--- config.mk ---
export PLATFORM = sky130hd
export DESIGN_NAME = msg_tx_arbiter
export DESIGN_NICKNAME = d
export VERILOG_FILES = /design/src/rtl/msg_tx_arbiter.sv
export SDC_FILE = /design/constraint.sdc
export NUM_CORES = 1
export LEC_CHECK = 0
export ABC_AREA = 0
export CAP_MARGIN = 5
export CORE_UTILIZATION = 41
export DETAILED_ROUTE_END_ITERATION = 6
export GPL_ROUTABILITY_DRIVEN = 0
export PLACE_DENSITY_LB_ADDON = 0.08
export SETUP_SLACK_MARGIN = 0.02
export SKIP_LAST_GASP = 1
export SYNTH_ARGS = -nofsm -noshare
export SYNTH_HDL_FRONTEND = slang
export SYNTH_SLANG_ARGS = --single-unit
--- constraint.sdc ---
create_clock -name clk115 -period 3.5 [get_ports clk115]
set_input_delay 0.7 -clock clk115 [delete_from_list [all_inputs] [get_ports clk115]]
set_output_delay 0.7 -clock clk115 [all_outputs]
set_load 0.05 [all_outputs]
--- src/rtl/msg_tx_arbiter.sv ---
// msg_tx_arbiter
// ---------------------------------------------------------------------------
// Shares one serial transmitter and one synchronous message ROM between NREQ
// requesters. A granted requester's message is fetched from the ROM starting
// at its start address and sent one character at a time. The message ends
// after the terminator character TERM has been transmitted. Requesters are
// served round-robin.
//
// Optional feature macro: MSG_TX_TIMEOUT_EN
//   When defined, a watchdog aborts a character whose end_of_send never
//   arrives within TIMEOUT cycles. It also aborts a message that runs for
//   2^AW characters without a terminator. An abort pulses err and produces
//   no done. When undefined, err is tied low and WAIT_SENT waits forever.
//
// Ports
//   clk115      : system clock (115.2 kHz bit clock domain)
//   reset       : synchronous, active-high
//   req         : per-requester level request, held until its done pulse
//   req_addr    : start addresses, requester i uses [i*AW +: AW]
//   grant       : one-hot, the requester currently being served
//   done        : one-cycle pulse on the requester's bit after its terminator
//   busy        : high whenever the controller is not idle
//   rom_addr    : registered ROM address
//   rom_q       : ROM read data, ROM_LAT cycles after rom_addr changes
//   sbyte       : registered character for the transmitter
//   sbyte_rdy   : one-cycle start pulse for the transmitter
//   end_of_send : transmitter pulse, current character complete
//   err         : one-cycle abort pulse (watchdog build only)
// ---------------------------------------------------------------------------
module msg_tx_arbiter #(
  parameter int          NREQ    = 4,
  parameter int          AW      = 8,
  parameter int          ROM_LAT = 2,
  parameter logic [7:0]  TERM    = 8'h2A,
  parameter logic [15:0] TIMEOUT = 16'd2000
) (
  input  logic              clk115,
  input  logic              reset,
  input  logic [NREQ-1:0]   req,
  input  logic [NREQ*AW-1:0] req_addr,
  output logic [NREQ-1:0]   grant,
  output logic [NREQ-1:0]   done,
  output logic              busy,
  output logic [AW-1:0]     rom_addr,
  input  logic [7:0]        rom_q,
  output logic [7:0]        sbyte,
  output logic              sbyte_rdy,
  input  logic              end_of_send,
  output logic              err
);

  localparam int IW = (NREQ > 1) ? $clog2(NREQ) : 1;

  typedef enum logic [2:0] {
    IDLE,
    FETCH,
    SEND,
    WAIT_SENT,
    FINISH
  } state_t;

  state_t            state, state_n;
  logic [NREQ-1:0]   grant_n, done_n;
  logic [AW-1:0]     rom_addr_n;
  logic [7:0]        sbyte_n;
  logic              sbyte_rdy_n;
  logic [IW-1:0]     rr_ptr, rr_n;
  logic [IW-1:0]     cur_idx, cur_n;
  logic [1:0]        fetch_cnt, fetch_n;

  logic              pick_valid;
  logic [IW-1:0]     pick_idx;
  logic [IW-1:0]     rr_after;
  int                cand;
  logic [IW-1:0]     cand_idx;

`ifdef MSG_TX_TIMEOUT_EN
  logic              err_r, err_n;
  logic [15:0]       wait_cnt, wait_n;
  logic [AW-1:0]     char_cnt, chars_n;
`endif

  assign busy = (state != IDLE);

  // Round-robin pick: the first requesting index at or above the pointer,
  // wrapping modulo NREQ.
  always_comb begin
    pick_valid = 1'b0;
    pick_idx   = '0;
    cand       = 0;
    cand_idx   = '0;
    for (int k = 0; k < NREQ; k++) begin
      cand     = (int'(rr_ptr) + k) % NREQ;
      cand_idx = IW'(cand);
      if (!pick_valid && req[cand_idx]) begin
        pick_valid = 1'b1;
        pick_idx   = cand_idx;
      end
    end
  end

  // After a message ends, normally or by abort, the pointer moves just past
  // the requester that was served. A continuously requesting port therefore
  // goes to the back of the line.
  always_comb begin
    rr_after = (cur_idx == IW'(NREQ - 1)) ? '0 : cur_idx + 1'b1;
  end

  // Next-state and next-output logic. Outputs are registered. Each pulse
  // (sbyte_rdy, done, err) is set on the transition into the cycle where it
  // must be visible, and it falls back to zero by default.
  always_comb begin
    state_n     = state;
    grant_n     = grant;
    done_n      = '0;
    rom_addr_n  = rom_addr;
    sbyte_n     = sbyte;
    sbyte_rdy_n = 1'b0;
    rr_n        = rr_ptr;
    cur_n       = cur_idx;
    fetch_n     = fetch_cnt;
`ifdef MSG_TX_TIMEOUT_EN
    err_n       = 1'b0;
    wait_n      = wait_cnt;
    chars_n     = char_cnt;
`endif
    case (state)
      IDLE: begin
        if (pick_valid) begin
          state_n           = FETCH;
          grant_n           = '0;
          grant_n[pick_idx] = 1'b1;
          rom_addr_n        = req_addr[int'(pick_idx)*AW +: AW];
          cur_n             = pick_idx;
          fetch_n           = '0;
`ifdef MSG_TX_TIMEOUT_EN
          chars_n           = '0;
`endif
        end
      end

      // rom_q is captured on the closing edge of the ROM_LAT-th fetch cycle.
      FETCH: begin
        if (fetch_cnt == 2'(ROM_LAT - 1)) begin
          sbyte_n     = rom_q;
          sbyte_rdy_n = 1'b1;
          fetch_n     = '0;
          state_n     = SEND;
`ifdef MSG_TX_TIMEOUT_EN
          wait_n      = '0;
`endif
        end else begin
          fetch_n = fetch_cnt + 2'd1;
        end
      end

      SEND: begin
        state_n = WAIT_SENT;
      end

      // sbyte and rom_addr stay untouched here until the transmitter
      // reports completion.
      WAIT_SENT: begin
        if (end_of_send) begin
          if (sbyte == TERM) begin
            state_n         = FINISH;
            done_n[cur_idx] = 1'b1;
            grant_n         = '0;
            rr_n            = rr_after;
          end
`ifdef MSG_TX_TIMEOUT_EN
          else if (&char_cnt) begin
            err_n   = 1'b1;
            grant_n = '0;
            rr_n    = rr_after;
            state_n = IDLE;
          end
`endif
          else begin
            rom_addr_n = rom_addr + 1'b1;
            fetch_n    = '0;
            state_n    = FETCH;
`ifdef MSG_TX_TIMEOUT_EN
            chars_n    = char_cnt + 1'b1;
`endif
          end
        end
`ifdef MSG_TX_TIMEOUT_EN
        else if (wait_cnt == TIMEOUT - 16'd1) begin
          err_n   = 1'b1;
          grant_n = '0;
          rr_n    = rr_after;
          state_n = IDLE;
        end else begin
          wait_n = wait_cnt + 16'd1;
        end
`endif
      end

      FINISH: begin
        state_n = IDLE;
      end

      default: begin
        state_n = IDLE;
        grant_n = '0;
      end
    endcase
  end

  // State and output registers. Reset abandons any character in flight
  // without signalling done.
  always_ff @(posedge clk115) begin
    if (reset) begin
      state     <= IDLE;
      grant     <= '0;
      done      <= '0;
      rom_addr  <= '0;
      sbyte     <= '0;
      sbyte_rdy <= 1'b0;
      rr_ptr    <= '0;
      cur_idx   <= '0;
      fetch_cnt <= '0;
    end else begin
      state     <= state_n;
      grant     <= grant_n;
      done      <= done_n;
      rom_addr  <= rom_addr_n;
      sbyte     <= sbyte_n;
      sbyte_rdy <= sbyte_rdy_n;
      rr_ptr    <= rr_n;
      cur_idx   <= cur_n;
      fetch_cnt <= fetch_n;
    end
  end

`ifdef MSG_TX_TIMEOUT_EN
  // Watchdog registers: the per-character wait counter, the per-message
  // character counter and the abort pulse.
  always_ff @(posedge clk115) begin
    if (reset) begin
      err_r    <= 1'b0;
      wait_cnt <= '0;
      char_cnt <= '0;
    end else begin
      err_r    <= err_n;
      wait_cnt <= wait_n;
      char_cnt <= chars_n;
    end
  end

  assign err = err_r;
`else
  assign err = 1'b0;
`endif

endmodule
Word level (Yosys, flattened, before mapping)
Index checks and enable logic that the tools add are counted.
{"block": "totals", "regBits": 34, "inputBits": 47, "output_inout_bits": 27, "elab_cells": 103}
{"block": "classes", "add_sub_neg": 6, "magnitude_cmp": 8, "eq_ne": 12, "shifts": 1, "mux": 40, "n_bitwise": 5, "n_reduce_logical": 22}
{"operator": "$shiftx 32x6->8", "n": 1}
{"operator": "$mux 8", "n": 3}
{"operator": "$lt 2x3->1 const B", "n": 6}
{"operator": "$mux 2", "n": 9}
{"operator": "$pmux 8 s2", "n": 1}
{"operator": "$mux 3", "n": 4}
{"operator": "$mux 4", "n": 3}
{"operator": "$pmux 3 s4", "n": 1}
{"operator": "$pmux 4 s3", "n": 1}
{"operator": "$reduce_and 4->1", "n": 3}
{"operator": "$mux 1", "n": 11}
{"operator": "$ne 2x2->1 const B", "n": 5}
{"operator": "$add 8x1->8 const B", "n": 1}
{"operator": "$bmux 1 s2", "n": 4}
{"operator": "$eq 8x6->1 const B", "n": 1}
{"operator": "$add 2x1->2 const B", "n": 3}
{"operator": "$eq 3x2->1 const B", "n": 2}
{"operator": "$pmux 2 s3", "n": 1}
{"operator": "$reduce_and 3->1", "n": 2}
{"operator": "$reduce_bool 3->1", "n": 2}
{"operator": "$logic_and 1x1->1", "n": 5}
{"operator": "$not 1->1", "n": 5}
{"operator": "$add 2x2->2 const B", "n": 2}
{"operator": "$demux 1 s2", "n": 2}
{"operator": "other kinds (12)", "n": 16}

Longest topological paths before layout
{"block": "logic_depth", "word_depth": 18, "depth_mapped": 7}

Worst setup path before layout
OpenSTA, ideal clock, no wires.
{"block": "synth_path", "path_type": "input to register", "startpoint": "in req[1]", "endpoint": "reg rom_addr[3]", "setup_time_ns": 0.103, "arrival_ns": 1.983, "setup_slack_ns": 1.414, "stages": 6, "n_path_buf": 1, "cell_sequence": "clkbuf_2 a21boi_0 o221ai_4 mux2_2 a21oi_1 a2111oi_2"}
{"block": "synth_via", "elab_chain_len": 15}
{"item": "start: declaration", "line_no": "39", "source": "input logic [NREQ-1:0] req,"}
{"item": "$bmux 1 s2", "line_no": "95", "source": "if (!pick_valid && req[cand_idx]) begin"}
{"item": "$mux 1 (not written as such)", "line_no": "95"}
{"item": "$mux 1", "line_no": "95"}
{"item": "$logic_not 1->1", "line_no": "95"}
{"item": "$logic_and 1x1->1", "line_no": "95"}
{"item": "$mux 1", "line_no": "95"}
{"item": "$logic_not 1->1", "line_no": "95"}
{"item": "$logic_and 1x1->1", "line_no": "95"}
{"item": "$mux 1", "line_no": "95"}
{"item": "$logic_not 1->1", "line_no": "95"}
{"item": "$logic_and 1x1->1", "line_no": "95"}
{"item": "$mux 2", "line_no": "95"}
{"item": "$shiftx 32x6->8", "line_no": "133", "source": "rom_addr_n = req_addr[int'(pick_idx)*AW +: AW];"}
{"item": "$mux 8", "line_no": "129", "source": "if (pick_valid) begin"}
{"item": "$pmux 8 s2", "line_no": "127", "source": "case (state)"}
{"item": "end signal: assignment", "line_no": "228", "source": "rom_addr <= rom_addr_n;"}
{"item": "end: declaration", "line_no": "44", "source": "output logic [AW-1:0] rom_addr,"}
Parallel ways exist; a longest one is shown, timed or not. The select of a mux whose other input is x is not followed.
A chain may end at the register's enable or synchronous reset.

Worst setup path in the final report
{"block": "layout_path", "startpoint": "in req[3]", "endpoint": "reg rom_addr[2]"}
The elaborated chain is that of the path after synthesis.

==> results.cfg <==
[timing]
period_minus_slack_ns = 2.59
max_slew.worst_pin.slew_ns = 0.638
slew_headroom_pct = 57.2
max_freq_ghz = 0.386
clock_skew_ns = 0.00248
finalSetupViolations = 0
drv_slew = 0
layout_worst_path_cycle_share_pct = 74.0
hold_viol = 0
fin_tns_setup_ns = 0
rsz0062_at_grt = no

[clocking]
clk_latency_ns = 0.29
cts_buffer_depth = 2
cts_buffers = 5
cts_setup_buffers = 0
cts.htree.levels = 2
cts.sinks = 34
hold_buffers = 0
root_buffer = clkbuf_8
clkSlewWorstSetupHoldPaths_ns = 0.07
post_cts_resized = 0
tritoncts = yes

[power]
pwr-share-clk_pct = 37.6
power.switching_w = 0.000349
power_leakage_nw = 1.19
ir_worst_vdd_mv = 0.249
p_sw_share_pct = 28.9
p_per_area_nw_per_um2 = 415
p_comb_share_pct = 25.8
seq_power_share_pct = 36.6
p_int_w = 0.000857

[synth]
synth_top_flop_cell = dfxtp_1
ys_top_cells_by_area = dfxtp_1, mux2i_1, nor2_1
ys_ff_latch = 34
synth_area_um2 = 2000
async_flop_share_pct = 0
yosysWarnings = 0
yosys.area.top_type = dfxtp_1
synthCells = 224
syn_area_per_cell_um2 = 8.93
seq_area_frac_synth_pct = 34.0
synth_fp_nets = 276
synth_edf_count = 0
ys_types = 54
synth_top_area_share_pct = 34.0

[finish]
multi_input_area_um2 = 1230
final_cells = 363
antenna_cells = 0
area_growth_pct = 45.3
drive_gt1_share_pct = 9.46
fill_cells = 436
finalNetCount = 347
layout.area.seq_um2 = 681

[setup_path]
cp-start-kind = input port
reg2reg_from = rr_ptr[1]
crit_arrival_ns = 2.79
path_max_fanout = 9
rr_worst_depth = 5
crit_type = in2reg
worst_setup_path_end_kind = flip-flop
rrSetupSlack_ns = 1.37
r2r-end = rom_addr[5]
worst_ep_required_time_ns = 3.70

[global_routing]
grtUsageTotal_pct = 21.2
antenna_found_initial = 0
grt_max_degree = 27
grt_pass1_wl_um = 8500
grt_pass1_vias = 1806
grt-ovfl-total = 0

[drt]
remaining_drc_errors = 0
drtAntennaViolNets = 0
dr.first_iter.drc_count = 120
num_vias = 1952
routed_wl_um = 5370
drt-pass1-iter-count = 4
avgRoutedWirePerCell_um = 14.8
routed_via_density = 5.38

[status]
outcome = completed

[min_path]
hold_path_end = fetch_cnt[1]
min_from = fetch_cnt[1]
hp-class = reg2reg
min_path_cells = 2

[placed_design]
io_buffers = 72
hpwl_um = 3880
dp.cells = 355

[floorplanning]
row_count = 25
die_area_um2 = 5160
start_util_pct = 42.4
ios = 74
core_um2 = 4720
die_x_um = 71.9
die_h_um = 71.9

[run]
max-cap-violations = 0
==> area by class of cell <==
class	count	area share [%]
Timing Repair Buffer	75	25.6
Clock inverter	2	2.07
Sequential cell	34	23.4
Tap cell	67	2.88
Inverter	8	1.03
Multi-Input combinational cell	171	42.2
Clock buffer	6	2.84
==> worst max path at each step <==
stage / cells after the start / start / endpoint / slack [ns]
2_1_floorplan: 6 / req[1] / rom_addr[3] / 1.41
6_report: 7 / req[3] / rom_addr[2] / 0.91
3_5_place_dp: 7 / req[3] / rom_addr[2] / 0.61
4_1_cts: 3 / state[1] / busy / 0.90
3_3_place_gp: 7 / req[3] / rom_addr[2] / 0.54
5_1_grt: 6 / req[1] / rom_addr[3] / 0.71
==> placed cells by master, fill, tap and decap left out, drive strengths merged, types with 3 or more instances in the layout <==
cell / instances
clkdlybuf4s50: 72
dfxtp: 34
nor2: 29
mux2i: 19
a21oi: 15
o21ai: 12
inv: 8
nand2: 8
mux2: 7
clkbuf: 6
a211oi: 5
and2: 5
nand3: 5
ha: 5
nor3: 5
nand2b: 4
nor2b: 4
a211o: 3
or3: 3
a221o: 3
a22oi: 3
nand4: 3
buf: 3
a2111oi: 3
==> cells in the mapped netlist, drive strengths merged (5+ instances only) <==
cell type and count:
dfxtp 34, nor2 29, mux2i 19, a21oi 15
o21ai 12, inv 8, nand2 8, mux2 7
clkbuf 6, a211oi 5, and2 5, buf 5
ha 5, nand3 5, nor3 5
==> worst max-delay path, stage by stage <==
cell and delay [ns]:
clkdlybuf4s50_1 0.59, nor4_1 0.43, buf_4 0.21, nand2b_1 0.25
nand2_1 0.20, o211a_1 0.17, o32ai_1 0.24
==> registers in the layout, summed over array words and instances (netlist names) <==
signal / cells
sbyte_rdy: 1
done: 4
sbyte: 8
grant: 4
rr_ptr: 2
rom_addr: 8
cur_idx: 2
state: 3
fetch_cnt: 2
==> power by group through the flow <==
stage	combinational (W)	clock (W)	sequential, W
after CTS	0.000313	0.000464	0.000441
final	0.000311	0.000454	0.000441
after global routing	0.000333	0.000478	0.000445
after floorplan	0.000133	0	0.000505
after detailed placement	0.000312	0	0.000449
after global placement	0.000309	0	0.000449
==> metrics by stage <==
stage	hold slack, ns	instance area (um^2)	util (%)	setup slack (ns)	total power [W]
after floorplan	0.427	2000	-	1.41	0.000638
after global placement	0.438	2760	58.5	0.543	0.000758
after detailed placement	0.440	2760	58.5	0.607	0.000760
after CTS	0.453	2910	61.5	0.902	0.00122
after global routing	0.472	2910	61.5	0.708	0.00126
final	0.454	2910	61.5	0.910	0.00121
==> cells by family after synthesis <==
family / Yosys count / synth area share [%]
AO/OA/AOI/OAI: 60 / 22.5
XOR/XNOR: 1 / 0.438
adder cells (fa/ha/maj): 5 / 3.13
buffers and inverters: 19 / 4.69
flip-flops: 34 / 34.0
multiplexers: 26 / 13.4
other: 1 / 0.187
AND/OR/NAND/NOR: 78 / 21.6
==> routing by layer <==
metal  global-route usage, %  vias up  routed length [um]
li1                        -      970                   -
met1                    27.2      909                2530
met2                    35.8       67                2470
met3                    5.20        6                 324
met4                    5.01        0                  48
met5                       0        -                   0
(Power assumes the default switching activity.)
